==> src/rtl/rom_arb_23128_if.sv <==
// Requester and ROM-side signal bundle for the rom_arb_23128 arbiter.
// The slave modport belongs to the arbiter. The master modport belongs to the requesters and the ROM.
interface rom_arb_23128_if;
    logic        req0;
    logic        req1;
    logic [13:0] addr0;
    logic [13:0] addr1;
    logic        ack0;
    logic        ack1;
    logic [7:0]  rdata0;
    logic [7:0]  rdata1;
    logic [13:0] rom_A;
    logic        rom_CS_b;
    logic        rom_OE_b;
    logic        rom_CE1_b;
    logic        rom_CE2_b;
    logic [7:0]  rom_D;
    logic        busy;

    modport slave (
        input  req0, req1, addr0, addr1, rom_D,
        output ack0, ack1, rdata0, rdata1, rom_A,
               rom_CS_b, rom_OE_b, rom_CE1_b, rom_CE2_b, busy
    );

    modport master (
        output req0, req1, addr0, addr1, rom_D,
        input  ack0, ack1, rdata0, rdata1, rom_A,
               rom_CS_b, rom_OE_b, rom_CE1_b, rom_CE2_b, busy
    );
endinterface

==> src/rtl/rom_arb_23128.sv <==
// Two-port arbiter in front of a 23128 ROM. It performs one access at a time with a four-phase req/ack handshake.
// Define ROM_ARB_ROUND_ROBIN_EN for round-robin tie-breaking. Otherwise port 0 has fixed priority.
module rom_arb_23128 #(
    parameter int WAIT_CYCLES = 2
) (
    input  logic             clk,
    input  logic             rst_b,
    rom_arb_23128_if.slave   bus
);
    typedef enum logic [1:0] {IDLE, ACCESS, DONE} state_t;

    state_t            state, state_nxt;
    logic [3:0]        cnt, cnt_nxt;
    logic              winner, winner_nxt;
    logic [13:0]       rom_a, rom_a_nxt;
    logic              sel_b, sel_b_nxt;
    logic [1:0]        ack, ack_nxt;
    logic [1:0][7:0]   rdata, rdata_nxt;
    logic [1:0]        req;
    logic [1:0][13:0]  addr;
    logic              grant;

    assign req  = {bus.req1, bus.req0};
    assign addr = {bus.addr1, bus.addr0};

`ifdef ROM_ARB_ROUND_ROBIN_EN
    logic last, last_nxt;

    always_comb begin
        if (req == 2'b11) grant = ~last;
        else              grant = req[1] & ~req[0];
    end
`else
    always_comb begin
        grant = req[1] & ~req[0];
    end
`endif

    always_comb begin
        state_nxt  = state;
        cnt_nxt    = cnt;
        winner_nxt = winner;
        rom_a_nxt  = rom_a;
        sel_b_nxt  = 1'b1;
        ack_nxt    = 2'b00;
        rdata_nxt  = rdata;
`ifdef ROM_ARB_ROUND_ROBIN_EN
        last_nxt   = last;
`endif
        case (state)
            IDLE: begin
                rom_a_nxt = '0;
                if (|req) begin
                    state_nxt  = ACCESS;
                    rom_a_nxt  = addr[grant];
                    winner_nxt = grant;
                    cnt_nxt    = 4'(WAIT_CYCLES);
                    sel_b_nxt  = 1'b0;
`ifdef ROM_ARB_ROUND_ROBIN_EN
                    last_nxt   = grant;
`endif
                end
            end
            ACCESS: begin
                sel_b_nxt = 1'b0;
                if (cnt == 4'd0) begin
                    // The selects have been low for this whole cycle, so rom_D is valid here.
                    rdata_nxt[winner] = bus.rom_D;
                    state_nxt         = DONE;
                    sel_b_nxt         = 1'b1;
                end else begin
                    cnt_nxt = cnt - 4'd1;
                end
            end
            DONE: begin
                // Ack always rises on the first DONE cycle, so a req dropped early still sees a one-cycle pulse.
                ack_nxt[winner] = req[winner] | ~ack[winner];
                if (!req[winner]) begin
                    state_nxt = IDLE;
                    rom_a_nxt = '0;
                end
            end
            default: begin
                state_nxt = IDLE;
                rom_a_nxt = '0;
            end
        endcase
    end

    always_ff @(posedge clk) begin
        if (!rst_b) begin
            state  <= IDLE;
            cnt    <= '0;
            winner <= 1'b0;
            rom_a  <= '0;
            sel_b  <= 1'b1;
            ack    <= '0;
            rdata  <= '0;
`ifdef ROM_ARB_ROUND_ROBIN_EN
            last   <= 1'b1;
`endif
        end else begin
            state  <= state_nxt;
            cnt    <= cnt_nxt;
            winner <= winner_nxt;
            rom_a  <= rom_a_nxt;
            sel_b  <= sel_b_nxt;
            ack    <= ack_nxt;
            rdata  <= rdata_nxt;
`ifdef ROM_ARB_ROUND_ROBIN_EN
            last   <= last_nxt;
`endif
        end
    end

    assign bus.ack0      = ack[0];
    assign bus.ack1      = ack[1];
    assign bus.rdata0    = rdata[0];
    assign bus.rdata1    = rdata[1];
    assign bus.rom_A     = rom_a;
    assign bus.rom_CS_b  = sel_b;
    assign bus.rom_OE_b  = sel_b;
    assign bus.rom_CE1_b = sel_b;
    assign bus.rom_CE2_b = sel_b;
    assign bus.busy      = (state != IDLE);
endmodule

==> src/flat_wrapper.sv <==
// flat-port wrapper written by rule: the top's interface ports become plain ports
module rom_arb_23128_flat 
#(
    parameter int WAIT_CYCLES = 2
)
  (clk, rst_b, bus_req0, bus_req1, bus_addr0, bus_addr1, bus_rom_D, bus_ack0, bus_ack1, bus_rdata0, bus_rdata1, bus_rom_A, bus_rom_CS_b, bus_rom_OE_b, bus_rom_CE1_b, bus_rom_CE2_b, bus_busy);
  rom_arb_23128_if bus_i ();
  input  logic clk;
  input  logic rst_b;
  input wire logic [$bits(bus_i.req0)-1:0] bus_req0;
  input wire logic [$bits(bus_i.req1)-1:0] bus_req1;
  input wire logic [$bits(bus_i.addr0)-1:0] bus_addr0;
  input wire logic [$bits(bus_i.addr1)-1:0] bus_addr1;
  input wire logic [$bits(bus_i.rom_D)-1:0] bus_rom_D;
  output wire logic [$bits(bus_i.ack0)-1:0] bus_ack0;
  output wire logic [$bits(bus_i.ack1)-1:0] bus_ack1;
  output wire logic [$bits(bus_i.rdata0)-1:0] bus_rdata0;
  output wire logic [$bits(bus_i.rdata1)-1:0] bus_rdata1;
  output wire logic [$bits(bus_i.rom_A)-1:0] bus_rom_A;
  output wire logic [$bits(bus_i.rom_CS_b)-1:0] bus_rom_CS_b;
  output wire logic [$bits(bus_i.rom_OE_b)-1:0] bus_rom_OE_b;
  output wire logic [$bits(bus_i.rom_CE1_b)-1:0] bus_rom_CE1_b;
  output wire logic [$bits(bus_i.rom_CE2_b)-1:0] bus_rom_CE2_b;
  output wire logic [$bits(bus_i.busy)-1:0] bus_busy;
  assign bus_i.req0 = bus_req0;
  assign bus_i.req1 = bus_req1;
  assign bus_i.addr0 = bus_addr0;
  assign bus_i.addr1 = bus_addr1;
  assign bus_i.rom_D = bus_rom_D;
  assign bus_ack0 = bus_i.ack0;
  assign bus_ack1 = bus_i.ack1;
  assign bus_rdata0 = bus_i.rdata0;
  assign bus_rdata1 = bus_i.rdata1;
  assign bus_rom_A = bus_i.rom_A;
  assign bus_rom_CS_b = bus_i.rom_CS_b;
  assign bus_rom_OE_b = bus_i.rom_OE_b;
  assign bus_rom_CE1_b = bus_i.rom_CE1_b;
  assign bus_rom_CE2_b = bus_i.rom_CE2_b;
  assign bus_busy = bus_i.busy;
  rom_arb_23128 #(.WAIT_CYCLES(WAIT_CYCLES)) u_core (.clk(clk), .rst_b(rst_b), .bus(bus_i));
endmodule
==> config.mk <==
export PLATFORM = sky130hd
export DESIGN_NAME = rom_arb_23128_flat
export DESIGN_NICKNAME = d
export VERILOG_FILES = /design/src/rtl/rom_arb_23128_if.sv /design/src/rtl/rom_arb_23128.sv /design/src/flat_wrapper.sv
export SDC_FILE = /design/constraint.sdc
export NUM_CORES = 1
export LEC_CHECK = 0
export BUFFER_PORTS_ARGS = -buffer_cell sky130_fd_sc_hd__buf_2
export CORE_ASPECT_RATIO = 0.8
export CORE_MARGIN = 2
export CORE_UTILIZATION = 45
export DETAILED_ROUTE_END_ITERATION = 8
export PLACE_DENSITY = 0.81
export RECOVER_POWER = 100
export SETUP_SLACK_MARGIN = 0.4
export SLEW_MARGIN = 20
export SYNTH_ARGS = -nofsm -noshare
export SYNTH_HDL_FRONTEND = slang
export SYNTH_SLANG_ARGS = --single-unit
==> constraint.sdc <==
create_clock -name clk -period 2.2 [get_ports clk]
set_clock_uncertainty 0.15 [all_clocks]
set_input_delay 0.22 -clock clk [delete_from_list [all_inputs] [get_ports clk]]
set_output_delay 0.22 -clock clk [all_outputs]
set_load 0.1 [all_outputs]
# Yosys cells after proc, flatten, opt, wreduce, memory -nomap -nowiden
# Index checks and enable logic that the tools add are counted.
[word_totals]
register_bits = 40
in_bits = 40
output_inout_bits = 37
wordCells = 60
[classes]
add_sub_neg = 1
magnitude_cmp = 3
n_eq_ne = 6
n_mux = 24
bitwise = 6
reduce_logical = 12
[ops]
columns = ["cell", "count"]
rows = [
  ["$mux W14", 4],
  ["$pmux W14 S3", 1],
  ["$bwmux W16", 1],
  ["$demux W8 S1", 1],
  ["$mux W4", 2],
  ["$mux W8", 1],
  ["$pmux W4 S2", 1],
  ["$reduce_and A2 Y1", 4],
  ["$mux W1", 7],
  ["$mux W2", 3],
  ["$pmux W2 S3", 1],
  ["$reduce_and A3 Y1", 2],
  ["$logic_not A4 Y1", 1],
  ["$lt A1 B2 Y1 const B", 2],
  ["$ne A2 B1 Y1 const B", 2],
  ["$ne A2 B2 Y1 const B", 2],
  ["$reduce_bool A2 Y1", 2],
  ["$sub A4 B1 Y4 const B", 1],
  ["$not A1 Y1", 3],
  ["$and A2 B2 Y2", 1],
  ["$eq A2 B1 Y1 const B", 1],
  ["$eq A2 B2 Y1 const B", 1],
  ["$logic_not A2 Y1", 1],
  ["$pmux W1 S2", 1],
  ["other kinds (6)", 6],
]

# Longest topological paths before layout
# Gate-level depths: netlist of the first run.
[depth]
depth_word = 6
ltp_mapped = 7
ltp_nobuf = 6

# Worst setup path before layout of the first run
# No wires, ideal clock.
[synth_path]
path_type = "register -> output"
from = "register u_core.sel_b, in the netlist u_core.bus.rom_CE1_b"
to = "output port bus_rom_CE2_b"
t_arrival_ns = 1.392
required_ns = 1.830
path_slack_ns = 0.438
path_stages_with_launch = 2
n_path_buf = 1
cell_sequence = "dfxtp_1 > buf_4"
[synth_rtl]
columns = ["element", "line_no", "rtl"]
rows = [
  ["from (decl)", "rom_arb_23128.sv:16", "logic sel_b, sel_b_nxt;"],
  ["from (signal assigned)", "rom_arb_23128.sv:107", "sel_b <= sel_b_nxt;"],
  ["to (decl)", "flat_wrapper.sv:23", "output wire logic [$bits(bus_i.rom_CE2_b)-1:0] bus_rom_CE2_b;"],
]
# No word-level cell between the ends.

# Worst setup path in the final report of the first run
[layout_path]
from = "register u_core.sel_b, in the netlist u_core.bus.rom_CE1_b"
to = "output port bus_rom_CE2_b"
# No word-level cell between the ends.

==> results.rst, run 1 <==
.. list-table::
   :header-rows: 1

   * - Metric
     - Value
   * - Cell type with the largest total area after synthesis
     - dfxtp_1
   * - Via Count
     - 1780
   * - Number of clock buffers inserted by TritonCTS
     - 5
   * - Via count of the first global-routing pass
     - 1436
   * - Post-CTS Hold Fix Bufs
     - 0
   * - Share of Yosys cell area claimed by the top area cell type
     - 42.3%
   * - Sequential standard cell area
     - 802 µm²
   * - Post-synthesis register bit count
     - 40
   * - Slew at the pin closest to its max-slew limit
     - 1.21 ns
   * - Peak supply drop
     - 0.575 mV
   * - Syn_nets
     - 259
   * - Total global-route track usage
     - 17.3%
   * - Area of the mapped netlist
     - 0.00189 mm²
   * - Ratio of cells with drive above 1 in the final layout
     - 20.1%
   * - Minimum clock period after layout
     - 1.90 ns
   * - Max Cap Violations
     - 0
   * - Buffering stage count on the worst path with inverters included
     - 1
   * - Area of the die
     - 0.00475 mm²
   * - Cell family with the largest share of critical-path delay
     - buffers and inverters
   * - Clock root buffer master
     - clkbuf_8
   * - Slowest library cell on the worst path
     - clkbuf_1
   * - CTS clk-pin slew, worst paths
     - 0.07 ns
   * - Power per Cell Area
     - 1100 mW/mm²
   * - Dominant cell by count in the synthesized netlist
     - dfxtp_1
   * - Aggregate global routing overflow
     - 0
   * - Worst-path cell chain
     - clkbuf_1
   * - Largest net degree at the start of global routing
     - 39
   * - Number of max-slew violations in the final report
     - 0
   * - Most frequent cells after synthesis
     - dfxtp_1 (40), nand2_1 (34), a21oi_1 (18)
   * - # diodes
     - 0
   * - Required time of the critical path
     - 1.83 ns
   * - Post-DP Area
     - 0.00228 mm²
   * - Worst min-delay path category
     - in2reg
   * - Count of cell instances traversed by the critical path
     - 1
   * - Total negative setup slack
     - 0 ns
   * - Initial Utilization
     - 45.9%
   * - Placeable core area
     - 0.00413 mm²
   * - Clock latency of the later-clocked register in the worst-skew pair
     - 0.29 ns
   * - Cells after DPL
     - 336
   * - Area growth from synthesis to final layout
     - 24.4%
   * - Maximum level of the CTS H-tree
     - 2
   * - Arrival time at the worst endpoint
     - 1.53 ns
   * - I/O Pins
     - 77
   * - Primary FF master, synth
     - dfxtp_1
   * - Crit. End Element
     - output pin
   * - Final Wtd Congestion
     - 0.745
   * - Category of the worst setup path launch point
     - flip-flop
   * - Wire length of the first global-routing pass
     - 6440 µm
   * - Number of buffers added on ports
     - 76
   * - Non-filler instance count after layout
     - 346
   * - Layout fillers
     - 400
   * - Total non-filler cell area in the finished layout
     - 0.00236 mm²
   * - Post-synthesis area per instance
     - 8.69 µm²
   * - Iter 0 DRT Violations
     - 71
   * - Number of cells on the worst reg-to-reg path
     - 7
   * - Post-detailed-route DRC marker count
     - 0
   * - Die Y-Extent
     - 62.0 µm
   * - Clock tree from TritonCTS
     - yes
   * - Number of enable-type register cells in the synthesized netlist
     - 0
   * - Vias per cell
     - 5.14
   * - Worst Hold Depth
     - 3
   * - Estimated wirelength of the detail-placed design
     - 3030 µm
   * - Number of iterations in the first detailed-routing pass
     - 5
   * - RSZ-0062 raised after global routing
     - yes
   * - Utilization after layout
     - 57.1%
   * - Outcome
     - completed
   * - Total Wirelength
     - 4400 µm
   * - Warnings, synthesis
     - 0
   * - Area used by multi-input combinational logic
     - 961 µm²
   * - Antenna violations before repair
     - 0
   * - Seq/Total Area, Yosys
     - 42.3%
   * - Cells after Synth
     - 218
   * - Routed WL per cell
     - 12.7 µm
   * - Count of different cell masters after synthesis
     - 31
   * - Crit path kind
     - reg2out
   * - Worst slew margin
     - 19.8%
   * - Highest net fanout along the worst path
     - 4
   * - Final hold viol count
     - 0
   * - Setup WS post-layout
     - 0.299 ns
   * - Final setup violation count
     - 0
   * - Share of flip-flops with an asynchronous set or reset
     - 0%
   * - Remaining antenna violation count
     - 0
   * - Cell types with the largest area share after synthesis
     - dfxtp_1 (42%), nand2_1 (6.7%), a22o_1 (6.5%), nand3b_1 (5.9%), o21a_1 (5.5%)
   * - Delay of the slowest critical-path stage
     - 0.87 ns
   * - Horizontal die dimension
     - 76.5 µm
   * - Leakage power total
     - 0.929 nW
   * - Final period utilization
     - 86.4%
   * - Bufs on Longest Clock Path
     - 2
   * - Standard-cell row count
     - 21
   * - Layout Nets
     - 329
   * - Worst slack, placed
     - 0.270 ns
   * - Max Freq
     - 0.526 GHz
   * - Clock sink count
     - 40
## stage by stage
stage                     hold WS, ns  total power [mW]
final                          0.0443              2.58
after detailed placement        0.298              2.11
after CTS                      0.0400              2.60
after global placement          0.292              2.09
after global routing           0.0492              2.72
after floorplan                 0.229              1.92
## final timing paths
kind | from | to | slack, ns
setup / recovery | u_core.bus.rom_CE1_b$_SDFF_PN1_ | bus_rom_CE2_b | 0.30
hold / removal | bus_rom_D[4] | u_core.bus.rdata0[4]$_SDFFE_PN0P_ | 0.04
setup reg to reg | u_core.cnt[0]$_SDFFE_PN0P_ | u_core.bus.rdata0[2]$_SDFFE_PN0P_ | 0.36
hold reg to reg | u_core.bus.rdata0[0]$_SDFFE_PN0P_ | u_core.bus.rdata0[0]$_SDFFE_PN0P_ | 0.31
## state kept, by name, summed over array words and instances (netlist names)
name / count
u_core.bus.rdata1: 8
u_core.ack: 2
u_core.bus.rdata0: 8
u_core.state: 2
u_core.bus.rom_A: 14
u_core.winner: 1
u_core.bus.rom_CE1_b: 1
u_core.cnt: 4
## report_power, final
part | leakage, nW | internal (mW) | switching, mW | total (mW)
sequential | 0.327 | 0.818 | 0.0859 | 0.904
combinational | 0.556 | 0.276 | 0.913 | 1.19
clock | 0.0455 | 0.256 | 0.236 | 0.492
## per-layer routing
metal / vias up / global-route usage (%) / wire length (µm)
li1: 900 / - / -
met1: 820 / 22.1 / 2060
met2: 50 / 28.1 / 2030
met3: 10 / 4.62 / 219
met4: 0 / 8.57 / 94
met5: - / 0 / 0
## logic make-up after synthesis
group / count (synthesis) / share of synthesized area, %
adder cells (fa/ha/maj): 1 / 0.660
multiplexers: 9 / 4.95
AO/OA/AOI/OAI: 63 / 22.1
flip-flops: 40 / 42.3
buffers and inverters: 26 / 7.60
AND/OR/NAND/NOR: 79 / 22.5
## cell usage in the layout, fill, tap and decap left out
| cell type | instances |
|---|---|
| a211oi_1 | 1 |
| a21oi_1 | 18 |
| a22o_1 | 14 |
| and2_0 | 2 |
| and2b_1 | 1 |
| and3_1 | 1 |
| buf_12 | 2 |
| buf_2 | 39 |
| buf_4 | 4 |
| clkbuf_1 | 39 |
| clkbuf_2 | 1 |
| clkbuf_8 | 6 |
| clkinv_1 | 1 |
| dfxtp_1 | 39 |
| dfxtp_2 | 1 |
| ha_1 | 1 |
| inv_1 | 5 |
| mux2i_1 | 9 |
| nand2_1 | 33 |
| nand2_2 | 1 |
| nand3_1 | 9 |
| nand3_4 | 1 |
| nand3b_1 | 15 |
| nor2_1 | 5 |
| nor2_4 | 1 |
| nor2b_1 | 4 |
| nor3_1 | 3 |
| nor3b_1 | 1 |
| nor3b_2 | 1 |
| nor3b_4 | 1 |
| o211a_1 | 2 |
| o211ai_1 | 1 |
| o21a_1 | 14 |
| o21ai_0 | 13 |
## cell type report
class                           instances  area share [%]
Multi-Input combinational cell        152            40.8
Sequential cell                        40            34.0
Timing Repair Buffer                   83            17.4
Clock buffer                            8            3.82
Tap cell                               57            3.03
Inverter                                6           0.956
## repair_timing
action | in CTS | in global routing
setup endpoints to repair | 8 | 33
pin swaps | 0 | 3
buffers inserted | 0 | 2
resized for setup | 1 | 7
hold endpoints to repair | 0 | 0
(Power assumes the default switching activity.)
==> run 2, diff against run 1 <==
--- a/config.mk
+++ b/config.mk
@@ -6,9 +6,12 @@
 export NUM_CORES = 1
 export LEC_CHECK = 0
 export BUFFER_PORTS_ARGS = -buffer_cell sky130_fd_sc_hd__buf_2
+export CAP_MARGIN = 15
+export CELL_PAD_IN_SITES_DETAIL_PLACEMENT = 1
+export CELL_PAD_IN_SITES_GLOBAL_PLACEMENT = 1
 export CORE_ASPECT_RATIO = 0.8
 export CORE_MARGIN = 2
-export CORE_UTILIZATION = 45
+export CORE_UTILIZATION = 31
 export DETAILED_ROUTE_END_ITERATION = 8
 export PLACE_DENSITY = 0.81
 export RECOVER_POWER = 100
==> constraint.sdc (replaced) <==
create_clock -name clk -period 1.5 [get_ports clk]
set_clock_uncertainty 0.15 [all_clocks]
set_input_delay 0.15 -clock clk [delete_from_list [all_inputs] [get_ports clk]]
set_output_delay 0.15 -clock clk [all_outputs]
set_load 0.1 [all_outputs]
==> run 2 against run 1 <==
  * The flow now finishes with violations (hold timing, setup timing)
  * Worst hold slack worse by 0.049 ns
  * Critical path depth increased by 8
  * Non-clock buffer count up 63
  * Flip-flop and latch count unchanged
  * Total power up 120%
  * Sequential power is 56% higher
  * Largest power group unchanged
==> results.rst, run 2 (same netlist as run 1, synthesis figures left out) <==
.. list-table::
   :header-rows: 1

   * - Metric
     - Value
   * - Layout Nets
     - 392
   * - Crit path kind
     - reg2reg
   * - RSZ-0062 raised after global routing
     - yes
   * - Slowest library cell on the worst path
     - dfxtp_2
   * - Number of iterations in the first detailed-routing pass
     - 4
   * - Largest net degree at the start of global routing
     - 25
   * - Highest net fanout along the worst path
     - 3
   * - Final hold viol count
     - 1
   * - Arrival time at the worst endpoint
     - 1.78 ns
   * - Worst min-delay path category
     - in2reg
   * - Commonest non-fill, non-tap cell in the layout
     - buf_4
   * - Worst setup path startpoint
     - u_core.cnt[0]$_SDFFE_PN0P_
   * - Total global-route track usage
     - 24.1%
   * - Area of the die
     - 0.00676 mm²
   * - Highest-count cells in the layout ignoring fill and taps
     - buf_4 (43), buf_2 (39), buf_12 (34)
   * - Die Y-Extent
     - 73.9 µm
   * - Number of buffers added on ports
     - 76
   * - Crit. End Element
     - flip-flop
   * - Iter 0 DRT Violations
     - 114
   * - Cell repeated most along the worst path
     - buf_6
   * - Final Wtd Congestion
     - 0.753
   * - Wire length of the first global-routing pass
     - 12400 µm
   * - Horizontal die dimension
     - 91.4 µm
   * - Max Freq
     - 0.585 GHz
   * - Hold Slack
     - -0.00435 ns
   * - Via Count
     - 2264
   * - Standard-cell row count
     - 25
   * - Peak supply drop
     - 0.850 mV
   * - Clock sink count
     - 40
   * - Max Cap Violations
     - 0
   * - Power per Cell Area
     - 1440 mW/mm²
   * - Clock latency of the later-clocked register in the worst-skew pair
     - 0.32 ns
   * - Routed WL per cell
     - 23.4 µm
   * - Clock tree from TritonCTS
     - yes
   * - Leakage power total
     - 1.62 nW
   * - Vias per cell
     - 5.23
   * - Critical hold path startpoint
     - bus_addr0[4]
   * - Ratio of cells with drive above 1 in the final layout
     - 64.2%
   * - Outcome
     - complete, but fails checks
   * - Clock root buffer master
     - clkbuf_8
   * - Worst slew margin
     - 55.4%
   * - Aggregate global routing overflow
     - 0
   * - Total Wirelength
     - 10100 µm
   * - Sequential standard cell area
     - 903 µm²
   * - Utilization after layout
     - 65.8%
   * - Slew at the pin closest to its max-slew limit
     - 0.664 ns
   * - Violated checks
     - hold timing, setup timing
   * - CTS clk-pin slew, worst paths
     - 0.09 ns
   * - Final setup violation count
     - 35
   * - Worst-path cell chain
     - inv_2, ha_4, nor3b_4, buf_6, buf_4, buf_6, nor2b_4, nand2_1, o211a_1
   * - Delay of the slowest critical-path stage
     - 0.35 ns
   * - Number of flip-flops in the largest register
     - 14
   * - Bufs on Longest Clock Path
     - 2
   * - Category of the worst setup path launch point
     - flip-flop
   * - Placeable core area
     - 0.00591 mm²
   * - Worst slack, placed
     - -0.119 ns
   * - Remaining antenna violation count
     - 0
   * - Post-detailed-route DRC marker count
     - 0
   * - Area used by multi-input combinational logic
     - 0.00119 mm²
   * - Number of clock buffers inserted by TritonCTS
     - 5
   * - Layout fillers
     - 590
   * - I/O Pins
     - 77
   * - # diodes
     - 0
   * - Required time of the critical path
     - 1.57 ns
   * - Number of max-slew violations in the final report
     - 0
   * - Setup WS post-layout
     - -0.210 ns
   * - Area growth from synthesis to final layout
     - 105%
   * - Minimum clock period after layout
     - 1.71 ns
   * - Antenna violations before repair
     - 0
   * - Initial Utilization
     - 32.0%
   * - Maximum level of the CTS H-tree
     - 2
   * - Estimated wirelength of the detail-placed design
     - 4150 µm
   * - Via count of the first global-routing pass
     - 2284
   * - Final period utilization
     - 114%
   * - Launching point of the worst reg2reg path
     - u_core.cnt[0]$_SDFFE_PN0P_
## run 2: worst paths after layout
check	endpoint	slack, ns	depth (start not counted)
worst max register to register	u_core.cnt[1]$_SDFFE_PN0P_	-0.21	9
worst min register to register	u_core.bus.rdata0[3]$_SDFFE_PN0P_	0.38	2
worst max-delay path	u_core.cnt[1]$_SDFFE_PN0P_	-0.21	9
worst min-delay path	u_core.bus.rom_A[4]$_SDFFE_PN0P_	-0.004	3
## run 2: timing repair
action	CTS	global route
cloned	1	2
gates resized for setup	194	39
hold buffers	8	1
pin swaps	17	10
endpoints found under the hold margin	15	1
setup buffers	23	15
endpoints found under the setup margin	77	77
## run 2: layer usage
metal	GRT usage, %	part of all wire (%)
met1	29.8	41
met2	42.2	50
met3	5.74	5.9
met4	7.24	2.7
met5	0	0
## run 2: worst max-delay path: cells and delay by family (launching register included)
kind            cells  cell delay [ns]
compound gates      1             0.13
fa+ha+maj           1             0.15
buf+inv             4             0.42
flops               1             0.35
simple gates        3             0.41
## run 2: report_power, final
| group | internal [mW] | switching (mW) | leakage [nW] |
|---|---|---|---|
| Clock | 0.493 | 0.448 | 0.0541 |
| Combinational | 1.41 | 1.82 | 1.22 |
| Sequential | 1.22 | 0.189 | 0.349 |
| Total | 3.13 | 2.46 | 1.62 |
## run 2: layout make-up
type | instances | area share (%)
well taps | 81 | 2.61
inverters | 6 | 0.676
flip-flops and latches | 40 | 23.2
multi-input cells | 152 | 30.7
repair buffers | 146 | 40.0
clock inverters | 3 | 1.09
clock buffers | 5 | 1.77
## run 2: metrics by stage
stage	area (µm²)	cells	TNS [ns]	power, mW
global route	3890	433	-4.83	5.75
CTS	3630	415	-0.472	5.05
global placement	2550	375	-0.310	3.34
finish	3890	433	-3.48	5.59
detailed placement	2550	375	-1.87	3.39
floorplan	2040	218	-0.246	2.97
